<file path="src/rtl/reg_write_arbiter_pkg.sv">
// rtl/reg_write_arbiter_pkg.sv - shared CPU package: register names, index type, $zero, arbiter FSM states
package reg_write_arbiter_pkg;

    typedef logic [4:0] reg_idx_t;

    typedef enum logic [4:0] {
        R_ZERO = 5'd0,  R_AT = 5'd1,  R_V0 = 5'd2,  R_V1 = 5'd3,
        R_A0   = 5'd4,  R_A1 = 5'd5,  R_A2 = 5'd6,  R_A3 = 5'd7,
        R_T0   = 5'd8,  R_T1 = 5'd9,  R_T2 = 5'd10, R_T3 = 5'd11,
        R_T4   = 5'd12, R_T5 = 5'd13, R_T6 = 5'd14, R_T7 = 5'd15,
        R_S0   = 5'd16, R_S1 = 5'd17, R_S2 = 5'd18, R_S3 = 5'd19,
        R_S4   = 5'd20, R_S5 = 5'd21, R_S6 = 5'd22, R_S7 = 5'd23,
        R_T8   = 5'd24, R_T9 = 5'd25, R_K0 = 5'd26, R_K1 = 5'd27,
        R_GP   = 5'd28, R_SP = 5'd29, R_FP = 5'd30, R_RA = 5'd31
    } cpu_reg_e;

    localparam reg_idx_t REG_ZERO = reg_idx_t'(R_ZERO);

`ifdef REGARB_STARVE_EN
    typedef enum logic [1:0] {ST_IDLE, ST_PEND, ST_FORCE} arb_state_e;
`else
    typedef enum logic {ST_IDLE, ST_PEND} arb_state_e;
`endif

endpackage

</file>
<file path="src/rtl/reg_write_arbiter_scoreboard.sv">
// rtl/reg_write_arbiter_scoreboard.sv - pending-destination vector and decode hazard detect
module reg_scoreboard
    import reg_write_arbiter_pkg::*;
(
    input  logic     clk,
    input  logic     rst_n,
    input  logic     set_en,
    input  reg_idx_t set_addr,
    input  logic     clr_en,
    input  reg_idx_t clr_addr,
    input  reg_idx_t id_rs,
    input  reg_idx_t id_rt,
    input  reg_idx_t id_rd,
    output logic     hz_stall
);

    logic [31:0] pending;
    logic [31:0] pending_nxt;

    // Clear first so a same-cycle set of the same register wins.
    always_comb begin
        pending_nxt = pending;
        if (clr_en)
            pending_nxt[clr_addr] = 1'b0;
        if (set_en)
            pending_nxt[set_addr] = 1'b1;
        pending_nxt[REG_ZERO] = 1'b0;
    end

    always_ff @(posedge clk) begin
        if (!rst_n)
            pending <= '0;
        else
            pending <= pending_nxt;
    end

    function automatic logic is_pending(input logic [31:0] vec, input reg_idx_t idx);
        return (idx != REG_ZERO) && vec[idx];
    endfunction

    assign hz_stall = is_pending(pending, id_rs) | is_pending(pending, id_rt) |
                      is_pending(pending, id_rd);

endmodule

</file>
<file path="src/rtl/reg_write_arbiter.sv">
// rtl/reg_write_arbiter.sv - register-file write arbiter, writeback vs buffered long-latency result; REGARB_STARVE_EN enables starvation FORCE
module reg_write_arbiter
    import reg_write_arbiter_pkg::*;
#(
    parameter int unsigned STARVE_LIMIT = 4
) (
    input  logic        clk,
    input  logic        rst_n,
    input  logic        wb_valid,
    input  reg_idx_t    wb_addr,
    input  logic [31:0] wb_data,
    input  logic        ll_valid,
    input  reg_idx_t    ll_addr,
    input  logic [31:0] ll_data,
    output logic        ll_ready,
    input  logic        sb_set,
    input  reg_idx_t    sb_addr,
    input  reg_idx_t    id_rs,
    input  reg_idx_t    id_rt,
    input  reg_idx_t    id_rd,
    output logic        hz_stall,
    output logic        rf_we,
    output reg_idx_t    rf_addr,
    output logic [31:0] rf_wdata,
    output logic        wb_hold,
    output logic        err_collision
);

    arb_state_e  state, state_nxt;
    reg_idx_t    buf_addr;
    logic [31:0] buf_data;
    logic        ll_xfer, commit, wb_grant;
    logic        wr_en_nxt;
    reg_idx_t    wr_addr_nxt;
    logic [31:0] wr_data_nxt;

    assign ll_xfer = ll_valid && ll_ready;

`ifdef REGARB_STARVE_EN
    localparam int CW = $clog2(STARVE_LIMIT + 1);
    logic [CW-1:0] loss_cnt;
    logic          starved;

    // This loss is the one that brings the count to STARVE_LIMIT.
    assign starved = (state == ST_PEND) && wb_valid && (loss_cnt == CW'(STARVE_LIMIT - 1));

    always_ff @(posedge clk) begin
        if (!rst_n)
            loss_cnt <= '0;
        else if (commit)
            loss_cnt <= '0;
        else if (state == ST_PEND && wb_valid)
            loss_cnt <= loss_cnt + 1'b1;
    end

    always_ff @(posedge clk) begin
        if (!rst_n)
            err_collision <= 1'b0;
        else if (state == ST_FORCE && wb_valid)
            err_collision <= 1'b1;
    end

    assign wb_hold = (state == ST_FORCE);
`else
    localparam int unsigned unused_starve_limit = STARVE_LIMIT;
    assign wb_hold       = 1'b0;
    assign err_collision = 1'b0;
`endif

    always_ff @(posedge clk) begin
        if (!rst_n)
            state <= ST_IDLE;
        else
            state <= state_nxt;
    end

    always_comb begin
        state_nxt = state;
        case (state)
            ST_IDLE:  if (ll_xfer) state_nxt = ST_PEND;
            ST_PEND: begin
                if (commit)
                    state_nxt = ST_IDLE;
`ifdef REGARB_STARVE_EN
                else if (starved)
                    state_nxt = ST_FORCE;
`endif
            end
`ifdef REGARB_STARVE_EN
            ST_FORCE: state_nxt = ST_IDLE;
`endif
            default:  state_nxt = ST_IDLE;
        endcase
    end

    always_comb begin
        wb_grant = wb_valid;
        commit   = 1'b0;
        case (state)
            ST_PEND:  commit = !wb_valid;
`ifdef REGARB_STARVE_EN
            ST_FORCE: begin
                commit   = 1'b1;
                wb_grant = 1'b0;
            end
`endif
            default: ;
        endcase
        wr_addr_nxt = wb_grant ? wb_addr : buf_addr;
        wr_data_nxt = wb_grant ? wb_data : buf_data;
        wr_en_nxt   = (wb_grant || commit) && (wr_addr_nxt != REG_ZERO);
    end

    // ll_ready mirrors "buffer empty" one cycle ahead via state_nxt.
    always_ff @(posedge clk) begin
        if (!rst_n) begin
            ll_ready <= 1'b1;
            buf_addr <= REG_ZERO;
            buf_data <= '0;
            rf_we    <= 1'b0;
            rf_addr  <= REG_ZERO;
            rf_wdata <= '0;
        end else begin
            ll_ready <= (state_nxt == ST_IDLE);
            if (ll_xfer) begin
                buf_addr <= ll_addr;
                buf_data <= ll_data;
            end
            rf_we <= wr_en_nxt;
            if (wr_en_nxt) begin
                rf_addr  <= wr_addr_nxt;
                rf_wdata <= wr_data_nxt;
            end
        end
    end

    reg_scoreboard u_scoreboard (
        .clk      (clk),
        .rst_n    (rst_n),
        .set_en   (sb_set),
        .set_addr (sb_addr),
        .clr_en   (commit),
        .clr_addr (buf_addr),
        .id_rs    (id_rs),
        .id_rt    (id_rt),
        .id_rd    (id_rd),
        .hz_stall (hz_stall)
    );

endmodule
</file>
<file path="config.mk">
export PLATFORM = sky130hd
export DESIGN_NAME = reg_write_arbiter
export DESIGN_NICKNAME = d
export VERILOG_FILES = /design/src/rtl/reg_write_arbiter_pkg.sv /design/src/rtl/reg_write_arbiter_scoreboard.sv /design/src/rtl/reg_write_arbiter.sv
export SDC_FILE = /design/constraint.sdc
export NUM_CORES = 1
export LEC_CHECK = 0
export BUFFER_PORTS_ARGS = -buffer_cell sky130_fd_sc_hd__buf_2
export CAP_MARGIN = 20
export CORE_MARGIN = 1
export CORE_UTILIZATION = 40
export CTS_BUF_LIST = sky130_fd_sc_hd__clkbuf_8 sky130_fd_sc_hd__clkbuf_16
export CTS_CLUSTER_DIAMETER = 30
export CTS_CLUSTER_SIZE = 12
export DETAILED_ROUTE_END_ITERATION = 16
export GPL_ROUTABILITY_DRIVEN = 0
export PLACE_DENSITY = 0.63
export SLEW_MARGIN = 5
export SYNTH_ARGS = -nofsm -noshare
export SYNTH_HDL_FRONTEND = slang
export SYNTH_SLANG_ARGS = --single-unit
</file>
<file path="constraint.sdc">
create_clock -name clk -period 5.4 [get_ports clk]
set_input_delay 1.08 -clock clk [delete_from_list [all_inputs] [get_ports clk]]
set_output_delay 1.08 -clock clk [all_outputs]
set_load 0.02 [all_outputs]
</file>
== After elaboration in Yosys (flattened, before gate mapping) ==
Index checks and enable logic that the tools add are counted.
Storage, ports and cells
  flip-flop bits (word level): 109
  output and inout port bits: 42
  bits of input ports: 99
  word-level logic and storage cells: 54
Operators by class
  multiplexer cells: 18
  reduce and logical (&&, ||, !) cells: 13
  $lt $le $gt $ge: 7
  bitwise operators: 7
Operators by type and width (count)
  32-bit two-way mux: 3
  32-bit AND: 1
  32-bit inverter: 1
  32-bit OR: 1
  5-bit by 6-bit less-than comparator with 1-bit output (second input constant): 5
  5-bit nonzero test: 4
  1-bit binary-select mux with 5-bit select: 3
  1-bit demux with 5-bit select: 2
  5-bit by 1-bit >= comparator with 1-bit output (second input constant): 2
  1-bit two-way mux: 8
  1-bit logical AND: 7
  5-bit two-way mux: 1
  1-bit inverter: 2
  1-bit OR: 2
  1-bit one-hot mux with 2 select lines: 1
  1-bit zero test: 1
  1-bit logical OR: 1

== Longest topological paths before layout ==
Gate-level depths: netlist of run 1.
  word-level depth: 9
  mapped depth: 7
  depth with buffers taken out: 5

== Hierarchy ==
From an unflattened synthesis of run 1, not the netlist that was laid out.
Second synthesis, totals
  cells, all modules: 617
  area total of the unflattened synthesis: 5624.1 sq um
Modules (own cells, without submodules)
  reg_write_arbiter: instances 1, seq. area each 1541.5 sq um, cells each 390, area each 3458.3 sq um
  reg_scoreboard: instances 1, seq. area each 620.6 sq um, cells each 227, area each 2165.8 sq um

== Worst setup path after synthesis of run 1 ==
No wires, ideal clock.
  kind: input to output
  start point: input id_rd[0]
  end point: output hz_stall
  arrival time: 2.439 ns
  buffers on the path: 1
  path slack: 1.881 ns
  stages: 6
  data required time: 4.320 ns
  cells stage by stage: buf_4 -> mux4_2 -> nand2b_1 -> a41oi_1 -> nor3b_2 -> nand4_1
On the way
  longest elaborated chain between the ends: 4
  elaborated cells between the ends (all ways): 5
  classes of those cells: 2 x mux; 1 x bitwise; 2 x reduce/logical
RTL lines
  start, declared: line reg_write_arbiter.sv:20  | input reg_idx_t id_rd,
  1-bit binary-select mux with 5-bit select: line reg_write_arbiter_scoreboard.sv:38  | return (idx != REG_ZERO) && vec[idx];
  1-bit two-way mux (not written as such): line reg_write_arbiter_scoreboard.sv:38
  1-bit logical AND (*): line reg_write_arbiter_scoreboard.sv:38
  1-bit OR (*): line reg_write_arbiter_scoreboard.sv:41  | assign hz_stall = is_pending(pending, id_rs) | is_pending(pending, id_rt) |
  end, declared: line reg_write_arbiter.sv:21  | output logic hz_stall,
Every way passes the cells marked *; elsewhere a longest branch is shown, timed or not. The select of a mux whose other input is x is not followed.

== Worst setup path in the final report of run 1 ==
  start point: input id_rs[0]
  end point: output hz_stall
On the way
  longest elaborated chain between the ends: 5
  elaborated cells between the ends (all ways): 6
  classes of those cells: 2 x mux; 2 x bitwise; 2 x reduce/logical
RTL lines
  start, declared: line reg_write_arbiter.sv:18  | input reg_idx_t id_rs,
  1-bit binary-select mux with 5-bit select: line reg_write_arbiter_scoreboard.sv:38
  1-bit two-way mux (not written as such): line reg_write_arbiter_scoreboard.sv:38
  1-bit logical AND (*): line reg_write_arbiter_scoreboard.sv:38
  1-bit OR (*) (2 in a row): line reg_write_arbiter_scoreboard.sv:41
Marks and branches as above.

==> run metrics, run 1 <==
run status=completed; critical path required time=4.32 ns; pin count of the biggest net entering global routing=85; vias in the first global route=4495; Synth top area share=39.6%; transition time at the pin with the least slew margin=1.03 ns; syn_area_per_cell=9.26 sq um; final worst path period need=3.72 ns; Post-Route Skew=0.00841 ns; proportion of layout cells with a drive suffix above 1=26.1%; net count of the finished layout=794; antenna-violating nets left=0; Clock Latency Late Sink=0.36 ns; setup slack after layout=1.68 ns; cell type with the largest total area after synthesis=sky130_fd_sc_hd__dfxtp_1; Die Width=119 um; Leakage=2.99 nW; Max H-tree Level=3; post-detail-place hpwl=9890 um; post-DR wirelength/cell=15.8 um; Tcrit/Tclk final=68.9%; Clk Tree Root Cell=sky130_fd_sc_hd__clkbuf_16; startpoint class of the critical path=input port; Die Height=119 um; count of clock tree sinks=108; IO buf count=138; leading post-synthesis cells by cell area=sky130_fd_sc_hd__dfxtp_1 40%, sky130_fd_sc_hd__nand2_1 11%, sky130_fd_sc_hd__mux4_2 7.8%; CTS tree=built; final setup fails=0; count of hold buffers inserted by post-cts repair=0; register-to-register setup slack=3.40 ns; detailed-routing iteration count for the pre-antenna-repair pass=5; startpoint of the worst hold path=buf_data[1]; placeable core region=13300 sq um; Syn-to-layout area delta=17.8%; Fillers=1321; f_max=269 MHz; number of cells produced by synthesis=589; kind of capture point of the worst setup path=output pin; Slew HR=31.0%; overflow left after global routing=0; setup repair bufs after CTS=0; total negative setup slack=0 ns; post-DR vias/cell=5.34; hold violation total from the final report=0; deepest clock path buffer count=2; post-synth design cell area=5450 sq um; clock buffer count from CTS=9; end of the worst hold path=buf_data[1]; starting density of the core=41.0%; worst flop-to-flop path startpoint=buf_addr[3]; number of distinct library cell variants in the gate-level netlist after synthesis=46; maximum capacitance violations=0; die outline area=14100 sq um; Arr. time, crit path=2.64 ns; top library cells by usage in the layout, fill and taps aside=156 x sky130_fd_sc_hd__nand2_1, 138 x sky130_fd_sc_hd__buf_2, 108 x sky130_fd_sc_hd__dfxtp_1, 51 x sky130_fd_sc_hd__a21boi_0, 41 x sky130_fd_sc_hd__mux2i_1; clock transition at the registers of the reported paths=0.07 ns; crit path max fanout=11; power per cell area=278 nW/um^2; vias after detailed routing=4674; Crit Reg-Reg Endpoint=rf_addr[1]; Yosys warning count=0; VDD IR max=0.197 mV; leading cell type in the layout, fill and taps excluded=sky130_fd_sc_hd__nand2_1; number of gates resized after cts=0; worst hold path type=flip-flop to flip-flop; I/O pins=141; R2R depth=6; number of storage elements in the synthesis netlist=108; sequential element share of the synthesized area=39.6%; number of DRC markers in iteration 0=202; wire length of the first global-routing pass=22400 um; RSZ-0062 raised after global routing=no; kind of critical path=input port to output pin; setup slack after placement=1.67 ns; diodes inserted=0; final number of max-transition violations=0; cell depth of the worst hold path=2; std cell rows=42; Total GRT Usage=20.2%; WL final=13900 um; antenna violations before repair=2; Remaining DRCs=0
worst max-delay path: stages:
cell and delay (ns):
sky130_fd_sc_hd__buf_2 0.26, sky130_fd_sc_hd__mux2_1 0.35, sky130_fd_sc_hd__a2111oi_0 0.40, sky130_fd_sc_hd__nor3_1 0.09, sky130_fd_sc_hd__a21oi_1 0.17, sky130_fd_sc_hd__nand4_1 0.12, sky130_fd_sc_hd__buf_2 0.18
layer usage:
metal | routed length [um] | vias up | track usage, % | share of wire (%)
met5 | 14 | - | 0 | 0.10
met1 | 6070 | 2210 | 25.3 | 44
met3 | 1160 | 15 | 6.32 | 8.4
met2 | 6430 | 161 | 32.8 | 46
met4 | 183 | 2 | 6.65 | 1.3
li1 | - | 2286 | - | -
Yosys cell counts, drive strengths merged:
cell,count
a22oi,2
a21oi,1
a21boi,68
a31oi,1
dfxtp,108
o211a,35
and3b,3
o21ai,35
a2111oi,5
nor2b,5
nor3b,7
nand3b,3
and3,3
nand2,156
nand2b,3
inv,7
or4,1
or3,2
o31ai,1
a221oi,2
conb,1
o211ai,1
a41oi,1
clkbuf,26
nand4b,1
nor2,9
and2,4
or3b,2
o221ai,2
buf,23
mux4,19
nand3,1
nand4,1
nor3,4
mux2,5
mux2i,41
worst max path at each step:
stage	startpoint	to	slack, ns	cells past startpoint
after detailed placement	id_rs[0]	hz_stall	1.67	7
after global routing	id_rd[0]	hz_stall	1.57	7
after floorplan	id_rd[0]	hz_stall	1.88	6
after CTS	id_rt[0]	hz_stall	1.67	7
after global placement	id_rs[0]	hz_stall	1.69	7
final	id_rs[0]	hz_stall	1.68	7
final cells by class:
cell class	count	area [sq um]	share of cell area, %
Clock buffer	10	239	3.72
Clock inverter	6	48.8	0.760
Inverter	7	26.3	0.409
Multi-Input combinational cell	426	3000	46.7
Sequential cell	108	2160	33.7
Tap cell	176	220	3.43
Timing Repair Buffer	143	728	11.3
kinds of logic (layout without fill, tap and decap cells):
logic type      Yosys count  count (layout)  synth area share [%]
compound gates          154             154                  21.9
simple gates            205             205                  16.5
flops                   108             108                  39.6
mux                      65              65                  16.4
buf+inv                  56             166                  5.44
other cells               1               2                0.0688
metrics by stage:
step           total power [mW]  hold WS (ns)  util, %  instance area [sq um]  std cells
2_1_floorplan              1.08         0.443        -                   5460        590
3_3_place_gp               1.16         0.452     46.2                   6140        860
3_5_place_dp               1.17         0.460     46.2                   6140        860
4_1_cts                    1.81         0.470     48.3                   6420        876
5_1_grt                    1.87         0.499     48.3                   6420        876
6_report                   1.79         0.466     48.3                   6420        876
registers in the layout, indices dropped and copies added, names as in the netlist:
name	count
rf_addr	5
state	1
rf_we	1
ll_ready	1
buf_data	32
buf_addr	5
rf_wdata	32
u_scoreboard.pending	31
power by group:
group	switching (mW)	internal [mW]	leakage, nW	total [mW]
Clock	0.306	0.330	0.142	0.637
Sequential	0.0301	0.841	0.886	0.872
Combinational	0.161	0.118	1.96	0.278
Total	0.497	1.29	2.99	1.79
Note: power is estimated with default switching activity, not from simulation.
==> run 2: changes to the inputs <==
==> constraint.sdc (replaced) <==
create_clock -name clk -period 3.8 [get_ports clk]
set_input_delay 0.76 -clock clk [delete_from_list [all_inputs] [get_ports clk]]
set_output_delay 0.76 -clock clk [all_outputs]
set_load 0.02 [all_outputs]
==> run 2 against run 1 <==
Compared with the run above:
- design area increased by 0.18%
- worst setup slack got worse by 0.98 ns
- core utilization increased by 0.085 points
- count of clock-buffer cells in the layout stayed put
- sequential share of layout area fell by 0.059 points
- first-iteration DRC count is 12% higher
- critical endpoint unchanged
- largest power group unchanged
==> run metrics, run 2 (same netlist as run 1, synthesis figures left out) <==
pin count of the biggest net entering global routing=108; R2R depth=6; vias after detailed routing=4736; multi-input logic area=3000 sq um; worst hold path type=flip-flop to flip-flop; number of gates resized after cts=0; registers with the most flip-flops=buf_data (32), rf_wdata (32), u_scoreboard.pending (31); VDD IR max=0.201 mV; final worst path period need=3.10 ns; setup repair bufs after CTS=0; Total GRT Usage=20.1%; Die Height=119 um; hold violation total from the final report=0; vias in the first global route=4512; crit path max fanout=9; count of clock tree sinks=108; clock transition at the registers of the reported paths=0.08 ns; total negative setup slack=0 ns; Post-Route Skew=0.0119 ns; die outline area=14100 sq um; startpoint of the worst hold path=buf_data[23]; wire length of the first global-routing pass=22600 um; maximum capacitance violations=0; antenna violations before repair=1; post-DR vias/cell=5.40; kind of capture point of the worst setup path=output pin; post-DR wirelength/cell=16.2 um; kind of critical path=input port to output pin; net count of the finished layout=795; starting density of the core=41.0%; I/O pins=141; WL final=14200 um; Max H-tree Level=3; register-to-register setup slack=1.40 ns; count of hold buffers inserted by post-cts repair=0; final-layout worst hold slack=0.469 ns; Fillers=1307; Syn-to-layout area delta=18.0%; diodes inserted=0; end point of the critical path=hz_stall; number of DRC markers in iteration 0=226; run status=completed; Remaining DRCs=0; std cell rows=42; f_max=323 MHz; CTS tree=built; top library cells by usage in the layout, fill and taps aside=156 x sky130_fd_sc_hd__nand2_1, 138 x sky130_fd_sc_hd__buf_2, 108 x sky130_fd_sc_hd__dfxtp_1, 51 x sky130_fd_sc_hd__a21boi_0, 41 x sky130_fd_sc_hd__mux2i_1; final setup fails=0; transition time at the pin with the least slew margin=1.04 ns; RSZ-0062 raised after global routing=no; Arr. time, crit path=2.34 ns; post-detail-place hpwl=9930 um; startpoint class of the critical path=input port; IO buf count=138; proportion of layout cells with a drive suffix above 1=26.4%; critical path required time=3.04 ns; clock buffer count from CTS=9; Tcrit/Tclk final=81.6%; Clock Latency Late Sink=0.35 ns; placeable core region=13300 sq um; antenna-violating nets left=0; Crit Reg-Reg Endpoint=rf_addr[2]; overflow left after global routing=0; leading cell type in the layout, fill and taps excluded=sky130_fd_sc_hd__nand2_1; Reg area=2160 sq um; Slew HR=30.8%; launching instance or port of the critical path=id_rd[0]; detailed-routing iteration count for the pre-antenna-repair pass=5; Leakage=2.99 nW; power per cell area=397 nW/um^2; final number of max-transition violations=0; deepest clock path buffer count=2; worst flop-to-flop path startpoint=buf_addr[3]; total power after layout=2.56 mW; Clk Tree Root Cell=sky130_fd_sc_hd__clkbuf_16; Die Width=119 um
[run 2: changes by cell type in the layout (fill, tap and decap cells not counted), sizes merged]
cell      before  now
clkinvlp       1    2
buf          143  144
inv           10   11
clkinv         2    0
[run 2: worst min path at each step]
stage | end | depth (start not counted)
finish | buf_data[23] | 2
global route | buf_data[25] | 2
CTS | buf_data[26] | 2
detailed placement | buf_data[26] | 2
global placement | buf_data[26] | 2
floorplan | buf_data[0] | 2
[run 2: layout make-up]
type                    instances  share of cell area [%]
multi-input cells             426                    46.6
well taps                     176                    3.42
inverters                       7                   0.408
clock buffers                  10                    3.71
clock inverters                 6                   0.817
repair buffers                144                    11.4
flip-flops and latches        108                    33.6
[run 2: through the flow]
stage / setup WS [ns] / utilization [%] / area, sq um / std cells
after floorplan: 0.921 / - / 5460 / 590
after global placement: 0.734 / 46.2 / 6140 / 861
after detailed placement: 0.719 / 46.2 / 6140 / 861
after CTS: 0.703 / 48.4 / 6430 / 877
after global routing: 0.593 / 48.4 / 6430 / 877
final: 0.700 / 48.4 / 6430 / 877
[run 2: critical path, cell delays in order]
cell,delay [ns]
sky130_fd_sc_hd__buf_2,0.23
sky130_fd_sc_hd__mux4_2,0.53
sky130_fd_sc_hd__nand2b_1,0.16
sky130_fd_sc_hd__a41oi_1,0.20
sky130_fd_sc_hd__nor3b_2,0.18
sky130_fd_sc_hd__nand4_1,0.10
sky130_fd_sc_hd__buf_2,0.17
[run 2: where the power goes]
| group | total (mW) | switching (mW) | internal (mW) | leakage [nW] |
|---|---|---|---|---|
| clock network | 0.919 | 0.445 | 0.475 | 0.138 |
| registers | 1.24 | 0.0436 | 1.20 | 0.886 |
| logic | 0.399 | 0.230 | 0.169 | 1.97 |
[run 2: layer usage]
metal  share of wire, %  vias to the layer above  GRT usage, %
met1                 44                     2268          25.0
met3                7.3                       17          5.50
met2                 48                      155          33.4
met5              0.092                        -             0
met4                1.2                        2          6.65
li1                   -                     2294             -
==> run 3: changes to the inputs <==
==> constraint.sdc (replaced) <==
create_clock -name clk -period 3 [get_ports clk]
set_input_delay 0.6 -clock clk [delete_from_list [all_inputs] [get_ports clk]]
set_output_delay 0.6 -clock clk [all_outputs]
set_load 0.02 [all_outputs]
==> run 3 against run 2 <==
Compared with the run above:
- clock skew decreased by 0.00070 ns
- wire length about the same
- hold slack got worse by 0.0041 ns
- critical path depth unchanged
- global-route usage increased by 0.40 points
- critical endpoint unchanged
- highest routed layer unchanged
==> run metrics, run 3 (same netlist as run 1, synthesis figures left out) <==
run status=completed; kind of critical path=input port to output pin; VDD IR max=0.241 mV; I/O pins=141; Reg area=2160 sq um; power per cell area=496 nW/um^2; top library cells by usage in the layout, fill and taps aside=156 x sky130_fd_sc_hd__nand2_1, 138 x sky130_fd_sc_hd__buf_2, 108 x sky130_fd_sc_hd__dfxtp_1, 51 x sky130_fd_sc_hd__a21boi_0, 41 x sky130_fd_sc_hd__mux2i_1; Tcrit/Tclk final=92.1%; Leakage=3.00 nW; net count of the finished layout=796; antenna-violating nets left=0; hold violation total from the final report=0; detailed-routing iteration count for the pre-antenna-repair pass=4; Max H-tree Level=3; final setup fails=0; Die Width=119 um; maximum capacitance violations=0; post-detail-place hpwl=10200 um; Arr. time, crit path=2.16 ns; clock buffer count from CTS=9; Total GRT Usage=20.5%; setup repair bufs after CTS=0; Die Height=119 um; critical path required time=2.40 ns; overflow left after global routing=0; startpoint class of the critical path=input port; Fillers=1303; transition time at the pin with the least slew margin=0.961 ns; Clock Latency Late Sink=0.36 ns; placeable core region=13300 sq um; registers with the most flip-flops=buf_data (32), rf_wdata (32), u_scoreboard.pending (31); f_max=362 MHz; CTS tree=built; number of gates resized after cts=0; RSZ-0062 raised after global routing=no; deepest clock path buffer count=2; final number of max-transition violations=0; proportion of layout cells with a drive suffix above 1=26.5%; Clk Tree Root Cell=sky130_fd_sc_hd__clkbuf_16; number of DRC markers in iteration 0=307; kind of capture point of the worst setup path=output pin; Syn-to-layout area delta=18.1%; crit path max fanout=11; pin count of the biggest net entering global routing=74; Placed Cells incl. Taps=862; IO buf count=138; std cell rows=42; leading cell type in the layout, fill and taps excluded=sky130_fd_sc_hd__nand2_1; Slew HR=35.7%; multi-input logic area=3000 sq um; antenna violations before repair=2; vias after detailed routing=4724; WL final=14200 um; starting density of the core=41.0%; Remaining DRCs=0; clock transition at the registers of the reported paths=0.08 ns; die outline area=14100 sq um; Post-Route Skew=0.0112 ns; final worst path period need=2.76 ns; worst hold path type=flip-flop to flip-flop; count of clock tree sinks=108; post-DR vias/cell=5.37; count of hold buffers inserted by post-cts repair=0; Final Non-Filler Cells=879; vias in the first global route=4479; wire length of the first global-routing pass=22600 um; total negative setup slack=0 ns; post-DR wirelength/cell=16.1 um; total power after layout=3.20 mW
## run 3: cell types whose count changed in the layout (fill, tap and decap cells not counted), sizes merged
| cell | delta |
|---|---|
| clkbuf | -1 |
| inv | -3 |
| clkinv | +5 |
| clkinvlp | -1 |
| diode | +1 |
| buf | +1 |
## run 3: path summary, 6_finish.rpt
kind | from | endpoint | slack [ns] | cells past startpoint
worst max-delay path | id_rs[0] | hz_stall | 0.24 | 7
worst min-delay path | buf_data[26] | buf_data[26] | 0.46 | 2
worst max register to register | buf_addr[2] | rf_wdata[12] | 0.54 | 6
worst min register to register | buf_data[26] | buf_data[26] | 0.46 | 2
## run 3: per-layer routing
layer  share of wire, %  GRT usage (%)  vias to the layer above
met5              0.092              0                        -
met4                1.9           8.39                        2
met3                7.8           6.18                       27
met2                 47           32.9                      165
met1                 44           25.5                     2236
li1                   -              -                     2294
## run 3: where the power goes
group          switching [mW]  total, mW  leakage [nW]  internal, mW
registers              0.0537       1.57         0.886          1.51
clock network           0.555       1.12         0.137         0.568
logic                   0.291      0.506          1.97         0.215
## run 3: cell type report
class	instances	share of cell area, %
Clock buffer	9	3.50
Antenna cell	1	0.0388
Multi-Input combinational cell	426	46.6
Clock inverter	7	0.796
Sequential cell	108	33.6
Tap cell	176	3.42
Inverter	7	0.408
Timing Repair Buffer	145	11.7
## run 3: stage by stage
step                cell area, sq um  setup WS, ns  hold WS, ns  util, %
floorplan                       5460         0.441        0.443        -
global placement                6160         0.261        0.451     46.4
detailed placement              6160         0.240        0.455     46.4
CTS                             6440         0.237        0.466     48.4
global route                    6440        0.0596        0.477     48.4
finish                          6440         0.236        0.465     48.5
## run 3: critical path: stages
cell and delay, ns:
sky130_fd_sc_hd__buf_2 0.27, sky130_fd_sc_hd__mux2_1 0.35, sky130_fd_sc_hd__a2111oi_0 0.42, sky130_fd_sc_hd__nor3_1 0.09, sky130_fd_sc_hd__a21oi_1 0.15, sky130_fd_sc_hd__nand4_1 0.10
sky130_fd_sc_hd__buf_2 0.18
